==> config.mk <==
export PLATFORM = sky130hd
export DESIGN_NAME = mic_capture
export DESIGN_NICKNAME = d
export VERILOG_FILES = /design/src/rtl/mic_capture.sv
export SDC_FILE = /design/constraint.sdc
export NUM_CORES = 1
export LEC_CHECK = 0
export CORE_MARGIN = 2
export CORE_UTILIZATION = 35
export CTS_BUF_LIST = sky130_fd_sc_hd__clkbuf_4 sky130_fd_sc_hd__clkbuf_8 sky130_fd_sc_hd__clkbuf_16
export CTS_CLUSTER_SIZE = 20
export DETAILED_ROUTE_END_ITERATION = 8
export GPL_TIMING_DRIVEN = 1
export PLACE_DENSITY_LB_ADDON = 0.25
export SLEW_MARGIN = 0
export SYNTH_ARGS = -nofsm -noshare
export SYNTH_HDL_FRONTEND = slang
export SYNTH_SLANG_ARGS = --single-unit
==> constraint.sdc <==
create_clock -name clock -period 3.3 [get_ports clock]
set_input_delay 0.33 -clock clock [delete_from_list [all_inputs] [get_ports clock]]
set_output_delay 0.33 -clock clock [all_outputs]
set_load 0.02 [all_outputs]
==> src/rtl/mic_capture.sv <==
// mic_capture: Pmod MIC3 serial front end producing 20 kHz 12-bit samples.
//
// Generates the conversion cadence from the system clock, performs one 16-bit
// SPI read per sample (SCLK idles high, MISO captured on SCLK rise) and
// presents the 12-bit code with a one-cycle strobe.
//
// Ports:
//   clock         system clock, all logic on its rising edge
//   reset         asynchronous active-high reset
//   miso          ADC serial data, treated as synchronous to clock
//   cs_n          ADC chip select, active low
//   sclk          ADC serial clock, idles high
//   sample        most recent 12-bit unsigned conversion, held between strobes
//   sample_valid  one-cycle pulse when sample updates
//   frame_err     leading-zero check result, updated with sample_valid
//
// Build option: define MIC_CAPTURE_LEAD_CHECK_EN to flag frames whose four
// leading bits are not zero; otherwise frame_err is tied low.
module mic_capture #(
    parameter int CLK_HZ    = 100_000_000,
    parameter int SAMPLE_HZ = 20_000,
    parameter int HALF_DIV  = 25
) (
    input  logic        clock,
    input  logic        reset,
    input  logic        miso,
    output logic        cs_n,
    output logic        sclk,
    output logic [11:0] sample,
    output logic        sample_valid,
    output logic        frame_err
);
    localparam int SAMPLE_DIV = CLK_HZ / SAMPLE_HZ;
    localparam int DW = $clog2(SAMPLE_DIV);
    localparam int HW = $clog2(HALF_DIV + 1);
    localparam logic [DW-1:0] DIV_LAST  = DW'(SAMPLE_DIV - 1);
    localparam logic [HW-1:0] HALF_LAST = HW'(HALF_DIV - 1);
`ifdef MIC_CAPTURE_LEAD_CHECK_EN
    localparam int SW = 16;
`else
    // Without the check the leading zeros are never looked at, so only the
    // twelve data bits are kept; after 16 shifts they hold the same code.
    localparam int SW = 12;
`endif
    localparam logic [1:0] IDLE  = 2'd0;
    localparam logic [1:0] CONV  = 2'd1;
    localparam logic [1:0] QUIET = 2'd2;

    // A full frame plus quiet time must fit inside one sample period,
    // otherwise ticks would land outside IDLE and be lost.
    if (33 * HALF_DIV >= SAMPLE_DIV) begin : g_bad_cfg
        $error("mic_capture: 33*HALF_DIV must be less than CLK_HZ/SAMPLE_HZ");
    end

    logic [DW-1:0] div_cnt;
    logic [HW-1:0] half_cnt;
    logic [4:0]    bit_cnt;
    logic [SW-1:0] shreg;
    logic [1:0]    state;
    logic          tick;
    logic          half_done;
    logic          strobe;

    assign tick      = div_cnt == DIV_LAST;
    assign half_done = half_cnt == HALF_LAST;
    assign strobe    = state == QUIET && half_done;

    always_ff @(posedge clock or posedge reset) begin
        if (reset) div_cnt <= '0;
        else       div_cnt <= tick ? '0 : div_cnt + 1'b1;
    end

    always_ff @(posedge clock or posedge reset) begin
        if (reset) begin
            state        <= IDLE;
            half_cnt     <= '0;
            bit_cnt      <= '0;
            shreg        <= '0;
            cs_n         <= 1'b1;
            sclk         <= 1'b1;
            sample       <= '0;
            sample_valid <= 1'b0;
        end else begin
            sample_valid <= 1'b0;
            case (state)
                IDLE: begin
                    if (tick) begin
                        state    <= CONV;
                        cs_n     <= 1'b0;
                        half_cnt <= '0;
                        bit_cnt  <= '0;
                    end
                end
                CONV: begin
                    if (half_done) begin
                        half_cnt <= '0;
                        sclk     <= ~sclk;
                        // sclk low now means this toggle is a rising edge:
                        // the ADC launched the bit a half-period ago.
                        if (!sclk) begin
                            shreg   <= {shreg[SW-2:0], miso};
                            bit_cnt <= bit_cnt + 1'b1;
                            if (bit_cnt == 5'd15) begin
                                state <= QUIET;
                                cs_n  <= 1'b1;
                            end
                        end
                    end else begin
                        half_cnt <= half_cnt + 1'b1;
                    end
                end
                QUIET: begin
                    if (half_done) begin
                        state        <= IDLE;
                        half_cnt     <= '0;
                        sample       <= shreg[11:0];
                        sample_valid <= 1'b1;
                    end else begin
                        half_cnt <= half_cnt + 1'b1;
                    end
                end
                default: state <= IDLE;
            endcase
        end
    end

`ifdef MIC_CAPTURE_LEAD_CHECK_EN
    always_ff @(posedge clock or posedge reset) begin
        if (reset)       frame_err <= 1'b0;
        else if (strobe) frame_err <= |shreg[15:12];
    end
`else
    assign frame_err = 1'b0;
`endif

endmodule

==> results.py <==
metrics = {
    "clock_network": {
        "clk_pin_slew_ps": 100,
        "clk-insertion-delay-late_ps": 310,
        "clock_sinks": 52,
        "cts_root_buffer": "clkbuf_8",
        "hold_buffers": 0,
        "numCtsBuffers": 5,
        "cts_resized": 0,
        "clockBufferDepth": 2,
        "cts.htree.levels": 2,
        "post-cts-setup-buffers": 0,
        "cts_tree": "done",
    },
    "route": {
        "drtPass1Iterations": 4,
        "vias_per_cell": 5.087,
        "wirelength_um": 4341,
        "wl_per_cell_um": 13.08,
        "drtAntennaViolNets": 0,
        "num_vias": 1689,
        "drcViolationCount": 0,
        "drt_iter0_markers": 61,
    },
    "logic_synthesis": {
        "synthesis.area_um2": 2444,
        "ys_async_sr_fraction_pct": 100.0,
        "synthAdderAreaFrac_pct": 4.096,
        "synthDistinctLibCells": 49,
        "synth_compound_area_share_pct": 9.114,
        "synth_edf_count": 0,
        "synthCells": 232,
        "yosysWarnings": 0,
        "yosysTopAreaCell": "dfrtp_1",
        "ys_seq_area_share_pct": 53.35,
        "synth_top_area_share_pct": 51.20,
        "avgSynthCellArea_um2": 10.53,
        "synth.area.top_cells": "dfrtp_1 (51%), nand2_1 (8.0%), mux2_2 (5.5%)",
        "synthXorXnorAreaFrac_pct": 3.584,
        "synth_flop_cell": "dfrtp_1",
        "ys_seq_elements": 52,
        "synthSimpleGateAreaFrac_pct": 19.35,
        "synth_top_family_by_area": "simple AND/OR/NAND/NOR gates",
        "synthMuxAreaShare_pct": 6.810,
        "syn-num-nets": 243,
    },
    "pwr": {
        "swShare_pct": 23.23,
        "p_clk_share_pct": 36.9,
        "p_int_uw": 794.9,
        "comb_power_share_pct": 1.6,
        "p_switching_uw": 240.6,
        "p_leak_nw": 1.334,
        "vdd_ir_drop_max_mv": 0.2513,
        "p_per_area_nw_per_um2": 370.6,
        "power_frac_seq_pct": 61.5,
    },
    "finish": {
        "regArea_um2": 1304,
        "multiInputGateArea_um2": 1054,
        "nFillCells": 682,
        "antenna_cells": 0,
        "area_delta_synth_final_pct": 14.34,
        "final_cell_mix": "nand2_1 (52), dfrtp_1 (50), clkdlybuf4s50_1 (17), nor2_1 (13), mux2_2 (12)",
        "stdcell_area_um2": 2794,
        "final_common_cell": "nand2_1",
        "nets": 262,
        "drive_gt1_share_pct": 15.08,
    },
    "setup_path": {
        "crit_start": "div_cnt[10]$_DFF_PP0_",
        "crit_type": "reg2reg",
        "worstPathRequired_ps": 3500,
        "critical_path.max_fanout": 17,
        "cp_slowest_stage_delay_ps": 570,
        "start_kind": "flop",
        "reg2reg_slack_ps": 1140,
        "crit_arrival_ps": 2360,
        "crit_path_end_kind": "flop",
        "timing.rr.start": "div_cnt[10]$_DFF_PP0_",
        "cpMaxStageDelayCell": "or4b_4",
        "path_cells": "or4b_4 > o41ai_4 > buf_4 > o21ai_2 > a221o_1",
    },
    "timing": {
        "final.setup.tns_ps": 0,
        "maxClockFrequency_mhz": 462.5,
        "worst_clock_skew_ps": 6.608,
        "rsz0062_at_grt": "no",
        "finalHoldViolations": 0,
        "fin_crit_ps": 2162,
        "finalSetupViolations": 0,
        "drv_slew": 0,
        "slew_headroom_pct": 30.95,
        "tightest_slew_ps": 1034,
        "finalCritPeriodShare_pct": 65.51,
        "final.setup.worst_slack_ps": 1138,
    },
    "flow_run": {
        "cap_viol_max_count": 0,
    },
    "hold_path": {
        "hold_path_class": "reg2reg",
        "min_from": "div_cnt[12]$_DFF_PP0_",
    },
    "global_routing": {
        "grt_pass1_wl_um": 7700,
        "grt_pass1_vias": 1702,
        "antenna_found_initial": 0,
        "gr-total-overflow": 0,
        "grt_max_degree": 52,
        "track_usage_pct": 12.63,
    },
    "die": {
        "fp.dieH_um": 87.56,
        "rows": 30,
        "ioPinCount": 19,
        "die_area_um2": 7666,
        "die_w_um": 87.56,
        "start_util_pct": 36.17,
        "core_um2": 6756,
    },
    "place": {
        "placed_cell_area_um2": 2699,
        "post-place-ws_ps": 1147,
        "numPortBuffers": 17,
        "gp_congestion": 0.7770,
        "hpwl_um": 2863,
    },
    "outcome": {
        "status": "finished clean",
    },
}
cell usage after synthesis, types with 3 or more instances:
cell       n
xor2_1     5
nand4_1    4
xnor2_1    5
clkbuf_1   6
nand2_1   52
nor3_1     4
ha_1       8
nand3_1    8
mux2_2    12
o21ai_0    3
a21oi_1    6
a221o_1    3
dfrtp_1   50
inv_1     11
nor2_1    13
cells by family after synthesis:
logic type / count (synthesis)
AND/OR/NAND/NOR: 99
adder cells (fa/ha/maj): 8
XOR/XNOR: 10
buffers and inverters: 20
other: 1
AO/OA/AOI/OAI: 27
multiplexers: 15
flip-flops: 52
final cells by class:
type	instances	area share [%]
clock inverters	3	0.9404
repair buffers	21	7.165
inverters	11	1.478
multi-input cells	160	37.71
well taps	80	3.583
flip-flops and latches	52	46.66
clock buffers	5	2.463
metrics by stage:
step	instances	power, mW	hold WS [ps]	utilization (%)
6_report	332	1.035	487.0	41.35
5_1_grt	332	1.079	506.0	41.35
4_1_cts	332	1.056	491.5	41.35
3_5_place_dp	324	0.6670	459.0	39.94
3_3_place_gp	324	0.6669	466.2	39.94
2_1_floorplan	232	0.6605	435.4	-
path summary, 6_finish.rpt:
check,depth (start not counted),to
max in group asynchronous,3,sclk$_DFFE_PP1P_
min in group asynchronous,2,shreg[3]$_DFFE_PP0P_
min reg2reg,1,div_cnt[12]$_DFF_PP0_
min,1,div_cnt[12]$_DFF_PP0_
max reg2reg,5,half_cnt[3]$_DFFE_PP0P_
max,5,half_cnt[3]$_DFFE_PP0P_
state kept, by name, indices dropped and copies added (netlist names):
| register | flops |
|---|---|
| bit_cnt | 5 |
| cs_n | 1 |
| div_cnt | 13 |
| half_cnt | 5 |
| sample | 12 |
| sample_valid | 1 |
| sclk | 1 |
| shreg | 12 |
| state | 2 |
routing by layer:
layer	track usage (%)	share of wire (%)
met1	16.13	49
met2	21.14	47
met3	2.828	2.6
met4	4.476	1.2
met5	0	0
worst max-delay path: cells and delay by family (launching register included):
family	cells	cell delay (ps)
buffers and inverters	1	270
and+or+nand+nor	1	570
AOI/OAI and AO/OA	3	800
DFF	1	420
power groups by stage:
stage          Sequential, mW  Clock [mW]  Combinational (mW)
2_1_floorplan           0.649           0              0.0112
3_5_place_dp            0.649           0              0.0177
6_report                0.637       0.383              0.0161
5_1_grt                 0.637       0.422              0.0196
4_1_cts                 0.637       0.401              0.0176
3_3_place_gp            0.649           0              0.0176
Note: power is estimated with default switching activity, not from simulation.
